[config.mk]
export PLATFORM = sky130hd
export DESIGN_NAME = rotary_operand_sequencer_flat
export DESIGN_NICKNAME = d
export VERILOG_FILES = /design/src/rtl/rotary_operand_sequencer_pkg.sv /design/src/rtl/rotary_operand_sequencer_if.sv /design/src/rtl/rotary_operand_sequencer_quad_decoder.sv /design/src/rtl/rotary_operand_sequencer.sv /design/src/flat_wrapper.sv
export SDC_FILE = /design/constraint.sdc
export NUM_CORES = 1
export LEC_CHECK = 0
export CAP_MARGIN = 20
export CORE_UTILIZATION = 60
export DETAILED_ROUTE_END_ITERATION = 8
export DONT_BUFFER_PORTS = 1
export PLACE_DENSITY = 0.73
export SYNTH_ARGS = -nofsm -noshare
export SYNTH_HDL_FRONTEND = slang
export SYNTH_SLANG_ARGS = --single-unit
[constraint.sdc]
create_clock -name clk -period 2.42 [get_ports clk]
set_input_delay 0.484 -clock clk [delete_from_list [all_inputs] [get_ports clk]]
set_output_delay 0.484 -clock clk [all_outputs]
set_load 0.02 [all_outputs]
[src/rtl/rotary_operand_sequencer_pkg.sv]
// Shared types and constants for the rotary operand sequencer.
//   step_e    : entry step encoding, shown on the step LEDs
//   dir_e     : rotation direction
//   LO_W      : width of the low operand field (taken straight from holder)
//   step_next : wrap-around step advance in either direction
package rotary_seq_pkg;

  localparam int unsigned LO_W = 4;

  typedef enum logic [2:0] {
    STEP_CLR  = 3'd0,
    STEP_N1HI = 3'd1,
    STEP_N1LO = 3'd2,
    STEP_N2HI = 3'd3,
    STEP_N2LO = 3'd4,
    STEP_CIN  = 3'd5
  } step_e;

  localparam step_e STEP_LAST = STEP_CIN;

  typedef enum logic {
    DIR_UP = 1'b0,
    DIR_DN = 1'b1
  } dir_e;

  // Encodings 6 and 7 are unreachable: both directions wrap explicitly.
  function automatic step_e step_next(input step_e s, input dir_e d);
    logic [2:0] v;
    v = s;
    if (d == DIR_UP) begin
      step_next = (s == STEP_LAST) ? STEP_CLR : step_e'(v + 3'd1);
    end else begin
      step_next = (s == STEP_CLR) ? STEP_LAST : step_e'(v - 3'd1);
    end
  endfunction

endpackage

[src/rtl/rotary_operand_sequencer_if.sv]
// Operand handoff from the sequencer to the adder datapath.
//   num1, num2 : operands (WIDTH bits)
//   cin        : carry/subtract select
//   op_valid   : operand set complete and stable
//   op_ready   : adder side accepts the operand set
// master = sequencer side, slave = adder side.
interface rotary_operand_sequencer_if #(
  parameter int unsigned WIDTH = 7
);
  logic [WIDTH-1:0] num1;
  logic [WIDTH-1:0] num2;
  logic             cin;
  logic             op_valid;
  logic             op_ready;

  modport master (
    output num1,
    output num2,
    output cin,
    output op_valid,
    input  op_ready
  );

  modport slave (
    input  num1,
    input  num2,
    input  cin,
    input  op_valid,
    output op_ready
  );
endinterface

[src/rtl/rotary_operand_sequencer_quad_decoder.sv]
// Quadrature decoder.
//   clk, rst_n   : system clock, async active-low reset
//   rot_a, rot_b : raw quadrature phases, asynchronous to clk
//   evt          : one-cycle pulse per detent (both-high reached after both-low)
//   dir          : direction latched from the most recent single-high phase
module quad_decoder
  import rotary_seq_pkg::*;
(
  input  logic clk,
  input  logic rst_n,
  input  logic rot_a,
  input  logic rot_b,
  output logic evt,
  output dir_e dir
);

  logic a_m, a_s;
  logic b_m, b_s;
  logic armed;

  always_ff @(posedge clk or negedge rst_n) begin
    if (!rst_n) begin
      a_m <= 1'b0;
      a_s <= 1'b0;
      b_m <= 1'b0;
      b_s <= 1'b0;
    end else begin
      a_m <= rot_a;
      a_s <= a_m;
      b_m <= rot_b;
      b_s <= b_m;
    end
  end

  // armed is set only by the both-low rest phase, so bounce around
  // both-high cannot produce a second event within one detent.
  always_ff @(posedge clk or negedge rst_n) begin
    if (!rst_n) begin
      armed <= 1'b0;
      evt   <= 1'b0;
      dir   <= DIR_UP;
    end else begin
      evt <= 1'b0;
      if (!a_s && !b_s) begin
        armed <= 1'b1;
      end
      if (a_s && b_s && armed) begin
        evt   <= 1'b1;
        armed <= 1'b0;
      end
      if (!a_s && b_s) begin
        dir <= DIR_UP;
      end
      if (a_s && !b_s) begin
        dir <= DIR_DN;
      end
    end
  end

endmodule

[src/rtl/rotary_operand_sequencer.sv]
// Operand entry sequencer for the ripple adder.
// Detents step through 0..5; entering a step captures the switch bank
// into the matching operand field. Entering step 5 presents the operand set
// on op_if with op_valid held until op_ready is seen.
//   clk, rst_n   : system clock, async active-low reset
//   rot_a, rot_b : quadrature phases (asynchronous)
//   holder       : 4-bit switch bank, sampled on step-entry edges only
//   step         : current entry step, for LED display
//   overrun      : sticky, rotary event dropped while op_valid was high
//   op_if        : num1/num2/cin/op_valid out, op_ready in
module rotary_operand_sequencer
  import rotary_seq_pkg::*;
#(
  parameter int unsigned WIDTH = 7
) (
  input  logic                        clk,
  input  logic                        rst_n,
  input  logic                        rot_a,
  input  logic                        rot_b,
  input  logic [LO_W-1:0]             holder,
  output logic [2:0]                  step,
  output logic                        overrun,
  rotary_operand_sequencer_if.master  op_if
);

  localparam int unsigned HI_W = WIDTH - LO_W;

  logic             evt;
  dir_e             dir;

  step_e            step_q, step_d;
  logic [WIDTH-1:0] num1_q, num1_d;
  logic [WIDTH-1:0] num2_q, num2_d;
  logic             cin_q, cin_d;
  logic             valid_q, valid_d;
  logic             ovr_q, ovr_d;
  logic             accept;
  logic             handshake;

  quad_decoder u_dec (
    .clk   (clk),
    .rst_n (rst_n),
    .rot_a (rot_a),
    .rot_b (rot_b),
    .evt   (evt),
    .dir   (dir)
  );

  always_ff @(posedge clk or negedge rst_n) begin
    if (!rst_n) begin
      step_q  <= STEP_CLR;
      num1_q  <= '0;
      num2_q  <= '0;
      cin_q   <= 1'b0;
      valid_q <= 1'b0;
      ovr_q   <= 1'b0;
    end else begin
      step_q  <= step_d;
      num1_q  <= num1_d;
      num2_q  <= num2_d;
      cin_q   <= cin_d;
      valid_q <= valid_d;
      ovr_q   <= ovr_d;
    end
  end

  // accept and handshake are exclusive (accept needs op_valid low), so an
  // event coinciding with the handshake is dropped and the overrun clear wins.
  always_comb begin
    step_d    = step_q;
    num1_d    = num1_q;
    num2_d    = num2_q;
    cin_d     = cin_q;
    valid_d   = valid_q;
    ovr_d     = ovr_q;
    accept    = evt && !valid_q;
    handshake = valid_q && op_if.op_ready;

    if (handshake) begin
      valid_d = 1'b0;
      ovr_d   = 1'b0;
    end else if (evt && valid_q) begin
      ovr_d = 1'b1;
    end

    if (accept) begin
      step_d = step_next(step_q, dir);
      unique case (step_d)
        STEP_CLR: begin
          num1_d  = '0;
          num2_d  = '0;
          cin_d   = 1'b0;
          valid_d = 1'b0;
        end
        STEP_N1HI: num1_d[WIDTH-1:LO_W] = holder[HI_W-1:0];
        STEP_N1LO: num1_d[LO_W-1:0]     = holder;
        STEP_N2HI: num2_d[WIDTH-1:LO_W] = holder[HI_W-1:0];
        STEP_N2LO: num2_d[LO_W-1:0]     = holder;
        STEP_CIN: begin
          cin_d   = holder[0];
          valid_d = 1'b1;
        end
        default: ;
      endcase
    end
  end

  assign step           = step_q;
  assign overrun        = ovr_q;
  assign op_if.num1     = num1_q;
  assign op_if.num2     = num2_q;
  assign op_if.cin      = cin_q;
  assign op_if.op_valid = valid_q;

endmodule

[src/flat_wrapper.sv]
// flat-port wrapper written by rule: the top's interface ports become plain ports
module rotary_operand_sequencer_flat import rotary_seq_pkg::*;
#(
  parameter int unsigned WIDTH = 7
)
  (clk, rst_n, rot_a, rot_b, holder, step, overrun, op_if_num1, op_if_num2, op_if_cin, op_if_op_valid, op_if_op_ready);
  rotary_operand_sequencer_if #(.WIDTH(WIDTH)) op_if_i ();
  input  logic clk;
  input  logic rst_n;
  input  logic rot_a;
  input  logic rot_b;
  input  logic [LO_W-1:0] holder;
  output logic [2:0] step;
  output logic overrun;
  output wire logic [$bits(op_if_i.num1)-1:0] op_if_num1;
  output wire logic [$bits(op_if_i.num2)-1:0] op_if_num2;
  output wire logic [$bits(op_if_i.cin)-1:0] op_if_cin;
  output wire logic [$bits(op_if_i.op_valid)-1:0] op_if_op_valid;
  input wire logic [$bits(op_if_i.op_ready)-1:0] op_if_op_ready;
  assign op_if_num1 = op_if_i.num1;
  assign op_if_num2 = op_if_i.num2;
  assign op_if_cin = op_if_i.cin;
  assign op_if_op_valid = op_if_i.op_valid;
  assign op_if_i.op_ready = op_if_op_ready;
  rotary_operand_sequencer #(.WIDTH(WIDTH)) u_core (.clk(clk), .rst_n(rst_n), .rot_a(rot_a), .rot_b(rot_b), .holder(holder), .step(step), .overrun(overrun), .op_if(op_if_i));
endmodule
# ---- Word level (Yosys, flattened, before mapping)
# Index checks and enable logic that the tools add are counted.
dict set report totals {
  regBits 27
  inputBits 9
  wordCells 68
}
dict set report op_classes {
  add_sub_neg 2
  n_eq_ne 6
  n_mux 19
  n_reduce_logical 26
}
# op count
set op_table {}
lappend op_table {{$pmux 4 s2} 2}
lappend op_table {{$reduce_bool 2->1} 8}
lappend op_table {{$mux 3} 4}
lappend op_table {{$pmux 3 s2} 2}
lappend op_table {{$reduce_and 2->1} 5}
lappend op_table {{$eq 3x3->1 const B} 3}
lappend op_table {{$mux 1} 9}
lappend op_table {{$logic_and 1x1->1} 8}
lappend op_table {{$eq 3x2->1 const B} 2}
lappend op_table {{$logic_not 3->1} 2}
lappend op_table {{$pmux 1 s2} 2}
lappend op_table {{$add 3x1->3 const B} 1}
lappend op_table {{$eq 3x1->1 const B} 1}
lappend op_table {{$logic_not 1->1} 3}
lappend op_table {{$sub 3x1->3 const B} 1}

# ---- Depth between registers and ports, before layout
# Gate-level depths: netlist (run 1).
dict set report depth {
  ltp_word 7
  ltp_mapped 7
}

# ---- Hierarchy
# Synthesis (run 1) repeated with hierarchy kept, for this count alone.
dict set report unflattened {
  hier_cells 103
  area_unflattened_um2 1257.5
}
# module n_inst cells_each area_per_inst_um2 seq_area_each_um2
set by_module_without_submodules {}
lappend by_module_without_submodules {rotary_operand_sequencer 1 87 1008.5 500.5}
lappend by_module_without_submodules {quad_decoder 1 16 249.0 175.2}

# ---- Least setup slack after synthesis (run 1)
# Ideal clock, no wire load.
dict set report synth_timing {
  path_type {register to register}
  startpoint {reg u_core.step_q[1] (netlist: u_core.step[1])}
  endpoint {reg u_core.num1_q[4] (netlist: u_core.op_if.num1[4])}
  setup_time_ns 0.128
  arrival_time_ns 1.815
  required_ns 2.292
  setup_slack_ns 0.477
  stages_incl_launch_ff 6
  path_buffers 1
  path_cell_list {dfrtp_1 and3b_1 o32a_1 or4_1 clkbuf_1 mux2i_1}
}
dict set report synth_via {
  elab_chain_cells 7
}
# element line_no
set synth_lines {}
lappend synth_lines {{start, declared} rotary_operand_sequencer.sv:31} ;# step_e step_q, step_d;
lappend synth_lines {{start signal, assigned} rotary_operand_sequencer.sv:58} ;# step_q <= step_d;
lappend synth_lines {{$add 3x1->3, or another cell as far along} rotary_operand_sequencer_pkg.sv:31} ;# step_next = (s == STEP_LAST) ? STEP_CLR : step_e'(v + 3'd1);
lappend synth_lines {{$mux 3, on equally long branches} {rotary_operand_sequencer_pkg.sv:31, rotary_operand_sequencer_pkg.sv:33}}
lappend synth_lines {{$mux 3 (*)} rotary_operand_sequencer_pkg.sv:30} ;# if (d == DIR_UP) begin
lappend synth_lines {{$mux 3 (*)} rotary_operand_sequencer.sv:86} ;# if (accept) begin
lappend synth_lines {{$eq 3x1->1 / $logic_not 3->1 (equally long branches)} rotary_operand_sequencer.sv:88} ;# unique case (step_d)
lappend synth_lines {{$reduce_bool 2->1 (no source line)} -}
lappend synth_lines {{$reduce_and 2->1 (no source line)} -}
lappend synth_lines {{end signal, assigned} rotary_operand_sequencer.sv:59} ;# num1_q <= num1_d;
lappend synth_lines {{end, declared} rotary_operand_sequencer.sv:32} ;# logic [WIDTH-1:0] num1_q, num1_d;
# Mark *: on every way between the ends. The rest lies on a longest branch, timed or not. The select of a mux whose other input is x is not followed.
# A chain may end at the register's enable or synchronous reset.

# ---- Worst setup path in the final report (run 1)
dict set report layout_timing {
  startpoint {reg u_core.step_q[0] (netlist: u_core.step[0])}
  endpoint {reg u_core.valid_q (netlist: u_core.op_if.op_valid)}
}
dict set report layout_via {
  elab_chain_cells 7
}
# element line_no
set layout_lines {}
lappend layout_lines {{$add 3x1->3, or another cell as far along} rotary_operand_sequencer_pkg.sv:31}
lappend layout_lines {{$mux 3, on equally long branches} {rotary_operand_sequencer_pkg.sv:31, rotary_operand_sequencer_pkg.sv:33}}
lappend layout_lines {{$mux 3 (*)} rotary_operand_sequencer_pkg.sv:30}
lappend layout_lines {{$mux 3 (*)} rotary_operand_sequencer.sv:86}
lappend layout_lines {{$eq 3x3->1 / $logic_not 3->1 (equally long branches)} rotary_operand_sequencer.sv:88}
lappend layout_lines {{$pmux 1 s2 (*)} rotary_operand_sequencer.sv:88}
lappend layout_lines {{$mux 1 (*)} rotary_operand_sequencer.sv:86}
lappend layout_lines {{via u_core.valid_d} rotary_operand_sequencer.sv:35} ;# logic valid_q, valid_d;
lappend layout_lines {{end signal, assigned} rotary_operand_sequencer.sv:62} ;# valid_q <= valid_d;
lappend layout_lines {{end, declared} rotary_operand_sequencer.sv:35}
# Mark *: on every way through the listed nets, which the timed path passes. The rest lies on a longest branch. The select of a mux whose other input is x is not followed.

==> metrics.txt, run 1 <==
status=complete, no violations; Worst EP required=2.62 ns; DIE AREA=0.002239 sq mm; vias per inst=5.882; CP startpoint kind=flop; area growth from synthesis to layout=8.122%; Max H-tree Level=1; share of cells above drive strength 1=9.524%; initial antenna violation count=0; post-DP HPWL=1624 um; drt first pass iters=5; Min Clock Period, post-route=2.132 ns; critical path, cell by cell=nor2_1 > ha_1 > nand2_1 > o31a_1 > buf_4 > nand2_1 > o32ai_1; Synth Area per Inst=10.19 sq um; syn_nets=134; Post-CTS Hold Buffers=2; maximum VDD drop=0.6788 mV; Initial Util=63.47%; crit end category=flop; first-pass GRT wire length=3394 um; Setup TNS=0 ns; Netlist Area Pre-Place=0.001232 sq mm; top post-synthesis cells by area=dfrtp_1 55%, o21ai_0 8.5%, nand2_1 5.5%; area leader, netlist=dfrtp_1; combinational power share=32.6%; drt total wl=2231 um; Ant. Diodes=0; critical path class=reg2reg; # Post-CTS Setup Buffers=0; most frequent CP cell=nand2_1; Yosys reg bits=27; Power, Total=1.656 mW; vias post-DR=900; IO buf count=0; Clock Power Share=11.0%; commonest non-fill, non-tap cell in the layout=dfrtp_1; nets=140; sw power=0.7494 mW; die height=47.32 um; routability cong.=0.8186; commonest cells after routing, fill and taps aside=27 x dfrtp_1, 21 x o21ai_0, 18 x nand2_1; fillers=146; pwr/cell area=1243 mW/mm^2; All-Layer GR Usage=21.70%; worst hold path class=in2reg; final worst-path cycle share=88.11%; largest net degree at the start of global routing=28; Flop pwr share=56.4%; slew margin rel.=63.04%; first-iteration detailed-routing DRC count=21; fin util=68.62%; sequential cell area fraction in the yosys report=54.82%; Avg WL per Cell=14.58 um; DRC=0; vias in the first global route=778; CTS resizes=0; dpl ws=0.3323 ns; Reg clk slew, reported paths=0.13 ns; CTS Buf Count=3; LEAKAGE=0.6154 nW; Final Hold Viols=0; final worst slack=0.2879 ns; root buf cell=clkbuf_4; core box area=0.001942 sq mm; Worst-Skew Late Latency=0.30 ns; clk sink count=27; Detail Route Antenna Nets=0; MaxCap Viol Count=0; f_max=469.0 MHz; RSZ-0062 raised after global routing=false; post-route cell area=0.001333 sq mm; Cells after Synth=121; top cell type's share of synthesized area=54.82%; Final Setup Violations=0; Placed Area=0.001276 sq mm; clk buf depth=2; Ys Warns=0; max-slew violations=0; Critical-path top delay cell=dfrtp_1; measured slew at the worst slew-check pin=0.5526 ns; Die X=47.32 um; Cell Rows=16; WP data arrival=2.34 ns; Pint=0.9066 mW; Congestion Overflow GR=0; Crit Path Max Fanout=14; Synth cell types=27; TritonCTS clock tree=done; Boundary Pins=29; CP max stage delay=0.61 ns; sw frac=45.25%; clock skew=0.002598 ns
[logic make-up after synthesis]
family	Yosys count	share of synthesized area, %
flops	27	54.82
simple gates	33	12.69
fa+ha+maj	4	4.061
compound gates	38	19.90
mux	5	4.163
buf+inv	14	4.365
[worst max-delay path, delay by kind of cell (launching register included)]
kind / cells / cell delay [ns]
flops: 1 / 0.61
buf+inv: 1 / 0.22
fa+ha+maj: 1 / 0.28
simple gates: 3 / 0.23
compound gates: 2 / 0.69
[area by class of cell]
| class | count | area, sq um | area share, % |
|---|---|---|---|
| sequential | 27 | 675.6 | 50.70 |
| multi-input combinational | 80 | 503.0 | 37.75 |
| timing repair buffer | 6 | 60.06 | 4.507 |
| inverter | 9 | 33.78 | 2.535 |
| tap | 27 | 33.78 | 2.535 |
| clock buffer | 4 | 26.28 | 1.972 |
[power by group through the flow]
stage / Sequential [mW] / Clock [mW] / Combinational [mW]
after floorplan: 0.901 / 0 / 0.403
after global placement: 0.937 / 0 / 0.505
after detailed placement: 0.945 / 0 / 0.517
after CTS: 0.934 / 0.191 / 0.536
after global routing: 0.965 / 0.211 / 0.611
final: 0.934 / 0.182 / 0.540
[per-layer routing]
metal / vias up / routed length (um) / GRT usage (%)
li1: 434 / - / -
met1: 423 / 938 / 29.46
met2: 39 / 1102 / 33.97
met3: 4 / 168 / 6.154
met4: 0 / 21 / 6.286
met5: - / 0 / 0
[per-stage QoR]
step / cells / hold slack, ns
global placement: 147 / 0.1889
detailed placement: 147 / 0.1890
floorplan: 121 / 0.1884
CTS: 153 / 0.1747
finish: 153 / 0.1897
global route: 153 / 0.1505
[synth_stat cells (all sizes together)]
master	instances
dfrtp	27
o31a	1
o21ai	21
clkbuf	4
a22o	4
nor2	2
nand2	18
a21oi	3
or4	1
o21a	1
nor2b	3
o211ai	1
mux2	1
ha	4
and2	1
and3b	2
inv	9
nor3	1
buf	1
o32ai	2
a21bo	2
nand3	4
or2	1
mux2i	4
o32a	1
a2111o	1
a21boi	1
[path summary, 6_finish.rpt]
path                                   from                     to  slack [ns]  cells past startpoint
max reg2reg                  u_core.step[0]  u_core.op_if.op_valid        0.29                      7
min reg2reg                u_core.u_dec.b_m       u_core.u_dec.b_s        0.38                      0
max                          u_core.step[0]  u_core.op_if.op_valid        0.29                      7
min in group asynchronous             rst_n         u_core.step[1]        0.59                      2
min                                   rot_a       u_core.u_dec.a_m        0.19                      0
max in group asynchronous             rst_n         u_core.step[0]        1.68                      2
Power figures use the tool's default switching activity.
==> inputs of run 2 (changes only) <==
--- a/config.mk
+++ b/config.mk
@@ -6,10 +6,12 @@
 export NUM_CORES = 1
 export LEC_CHECK = 0
 export CAP_MARGIN = 20
-export CORE_UTILIZATION = 60
+export CORE_UTILIZATION = 63
+export CTS_CLUSTER_DIAMETER = 50
 export DETAILED_ROUTE_END_ITERATION = 8
 export DONT_BUFFER_PORTS = 1
-export PLACE_DENSITY = 0.73
+export MAX_ROUTING_LAYER = met4
+export PLACE_DENSITY = 0.76
 export SYNTH_ARGS = -nofsm -noshare
 export SYNTH_HDL_FRONTEND = slang
 export SYNTH_SLANG_ARGS = --single-unit
==> constraint.sdc (replaced) <==
create_clock -name clk -period 2.7 [get_ports clk]
set_input_delay 0.54 -clock clk [delete_from_list [all_inputs] [get_ports clk]]
set_output_delay 0.54 -clock clk [all_outputs]
set_load 0.02 [all_outputs]
==> metrics.txt, run 2 (synthesized netlist as in run 1, its figures left out) <==
Max H-tree Level=1 (unchanged); hold slack=0.01277 ns (-0.1770 ns); # placed instances=143 (-2.7%); Power, Total=1.459 mW (-12%); Reg clk slew, reported paths=0.14 ns (about the same); commonest cells after routing, fill and taps aside=27 x dfrtp_1, 21 x o21ai_0, 18 x nand2_1; routability cong.=0.8017 (-2.1%); Setup TNS=0 ns (unchanged); Congestion Overflow GR=0 (unchanged); IO buf count=0 (unchanged); maximum VDD drop=0.5843 mV (-14%); DIE AREA=0.002137 sq mm (-4.6%); fillers=133 (-8.9%); Ant. Diodes=0 (unchanged); share of cells above drive strength 1=8.943% (-0.58 points); die height=46.23 um (-2.3%); TritonCTS clock tree=done; critical path class=reg2reg; All-Layer GR Usage=25.77% (+4.1 points); final worst slack=0.5034 ns (+0.2155 ns); first-pass GRT wire length=3753 um (+11%); CTS Buf Count=3 (unchanged); CP startpoint kind=flop; clk sink count=27 (unchanged); Initial Util=69.12% (+5.7 points); pwr/cell area=1117 mW/mm^2 (-10%); f_max=455.2 MHz (-2.9%); vias per inst=6.176 (+5.0%); Boundary Pins=29 (unchanged); commonest non-fill, non-tap cell in the layout=dfrtp_1; core box area=0.001783 sq mm (-8.2%); Die X=46.23 um (-2.3%); DRC=0 (unchanged); CTS resizes=0 (unchanged); area growth from synthesis to layout=5.990%; clock skew=0.002228 ns (-0.0003700 ns); fin cells=148 (-3.3%); root buf cell=clkbuf_4; drt first pass iters=4 (-1); WP data arrival=2.42 ns (+0.08 ns); Cell Rows=15 (-1); RSZ-0062 raised after global routing=false; slew margin rel.=59.43% (-3.6 points); worst hold path class=in2async; Crit Path Max Fanout=14 (unchanged); first-iteration detailed-routing DRC count=33 (+57%); Min Clock Period, post-route=2.197 ns (+0.06449 ns); clk buf depth=2 (unchanged); post-route cell area=0.001306 sq mm (-2.0%); MaxCap Viol Count=0 (unchanged); Worst EP required=2.92 ns (+0.30 ns); max-slew violations=0 (unchanged); Final Hold Viols=0 (unchanged); Final Setup Violations=0 (unchanged); LEAKAGE=0.6042 nW (-1.8%); initial antenna violation count=0 (unchanged); crit end category=flop; vias post-DR=914 (+1.6%); final worst-path cycle share=81.36% (-6.7 points); Avg WL per Cell=15.91 um (+9.1%); fin util=73.26% (+4.6 points); largest net degree at the start of global routing=28 (unchanged); vias in the first global route=883 (+13%); post-DP HPWL=1708 um (+5.2%); nets=137 (-2.1%); Placed Area=0.001259 sq mm (-1.4%); drt total wl=2354 um (+5.5%); dpl ws=0.5115 ns (+0.1792 ns); Detail Route Antenna Nets=0 (unchanged); measured slew at the worst slew-check pin=0.6067 ns (+0.05405 ns); Worst-Skew Late Latency=0.32 ns (+0.02 ns); # Post-CTS Setup Buffers=0 (unchanged); status=complete, no violations
[run 2: cell type report]
class	count	area, sq um	share of cell area [%]
Clock buffer	3	22.52	1.724
Clock inverter	1	5.005	0.3831
Inverter	9	33.78	2.586
Multi-Input combinational cell	80	503.0	38.51
Sequential cell	27	675.6	51.72
Tap cell	25	31.28	2.395
Timing Repair Buffer	3	35.03	2.682
[run 2: critical path, cell delays in order, from the launching register on]
cell and delay, ns:
dfrtp_1 0.57, and3b_1 0.24, o32a_1 0.50, or4_1 0.63, mux2i_1 0.16
[run 2: timing repair]
item                                    CTS  global route
endpoints found under the hold margin    27             0
endpoints found under the setup margin    0             0
hold buffers                              1             0
[run 2: worst paths after layout]
path / from / to / slack, ns / cells after the start
max: u_core.step[1] / u_core.op_if.num1[5] / 0.50 / 4
min: rst_n / u_core.op_if.cin / 0.01 / 1
max reg2reg: u_core.step[1] / u_core.op_if.num1[5] / 0.50 / 4
min reg2reg: u_core.u_dec.a_m / u_core.u_dec.a_s / 0.37 / 0
max in group asynchronous: rst_n / u_core.u_dec.armed / 2.54 / 1
min in group clk: rot_b / u_core.u_dec.b_m / 0.23 / 0
[run 2: where the power goes]
part	leakage [nW]	internal, mW	switching, mW
registers	0.326	0.541	0.298
logic	0.260	0.189	0.263
clock network	0.0177	0.0555	0.113
[run 2: metal layers]
metal	part of all wire [%]	up-vias	global-route usage, %
li1	-	426	-
met1	45	449	32.40
met2	50	35	39.72
met3	4.8	4	4.706
met4	1.0	0	12.94
met5	0	-	-
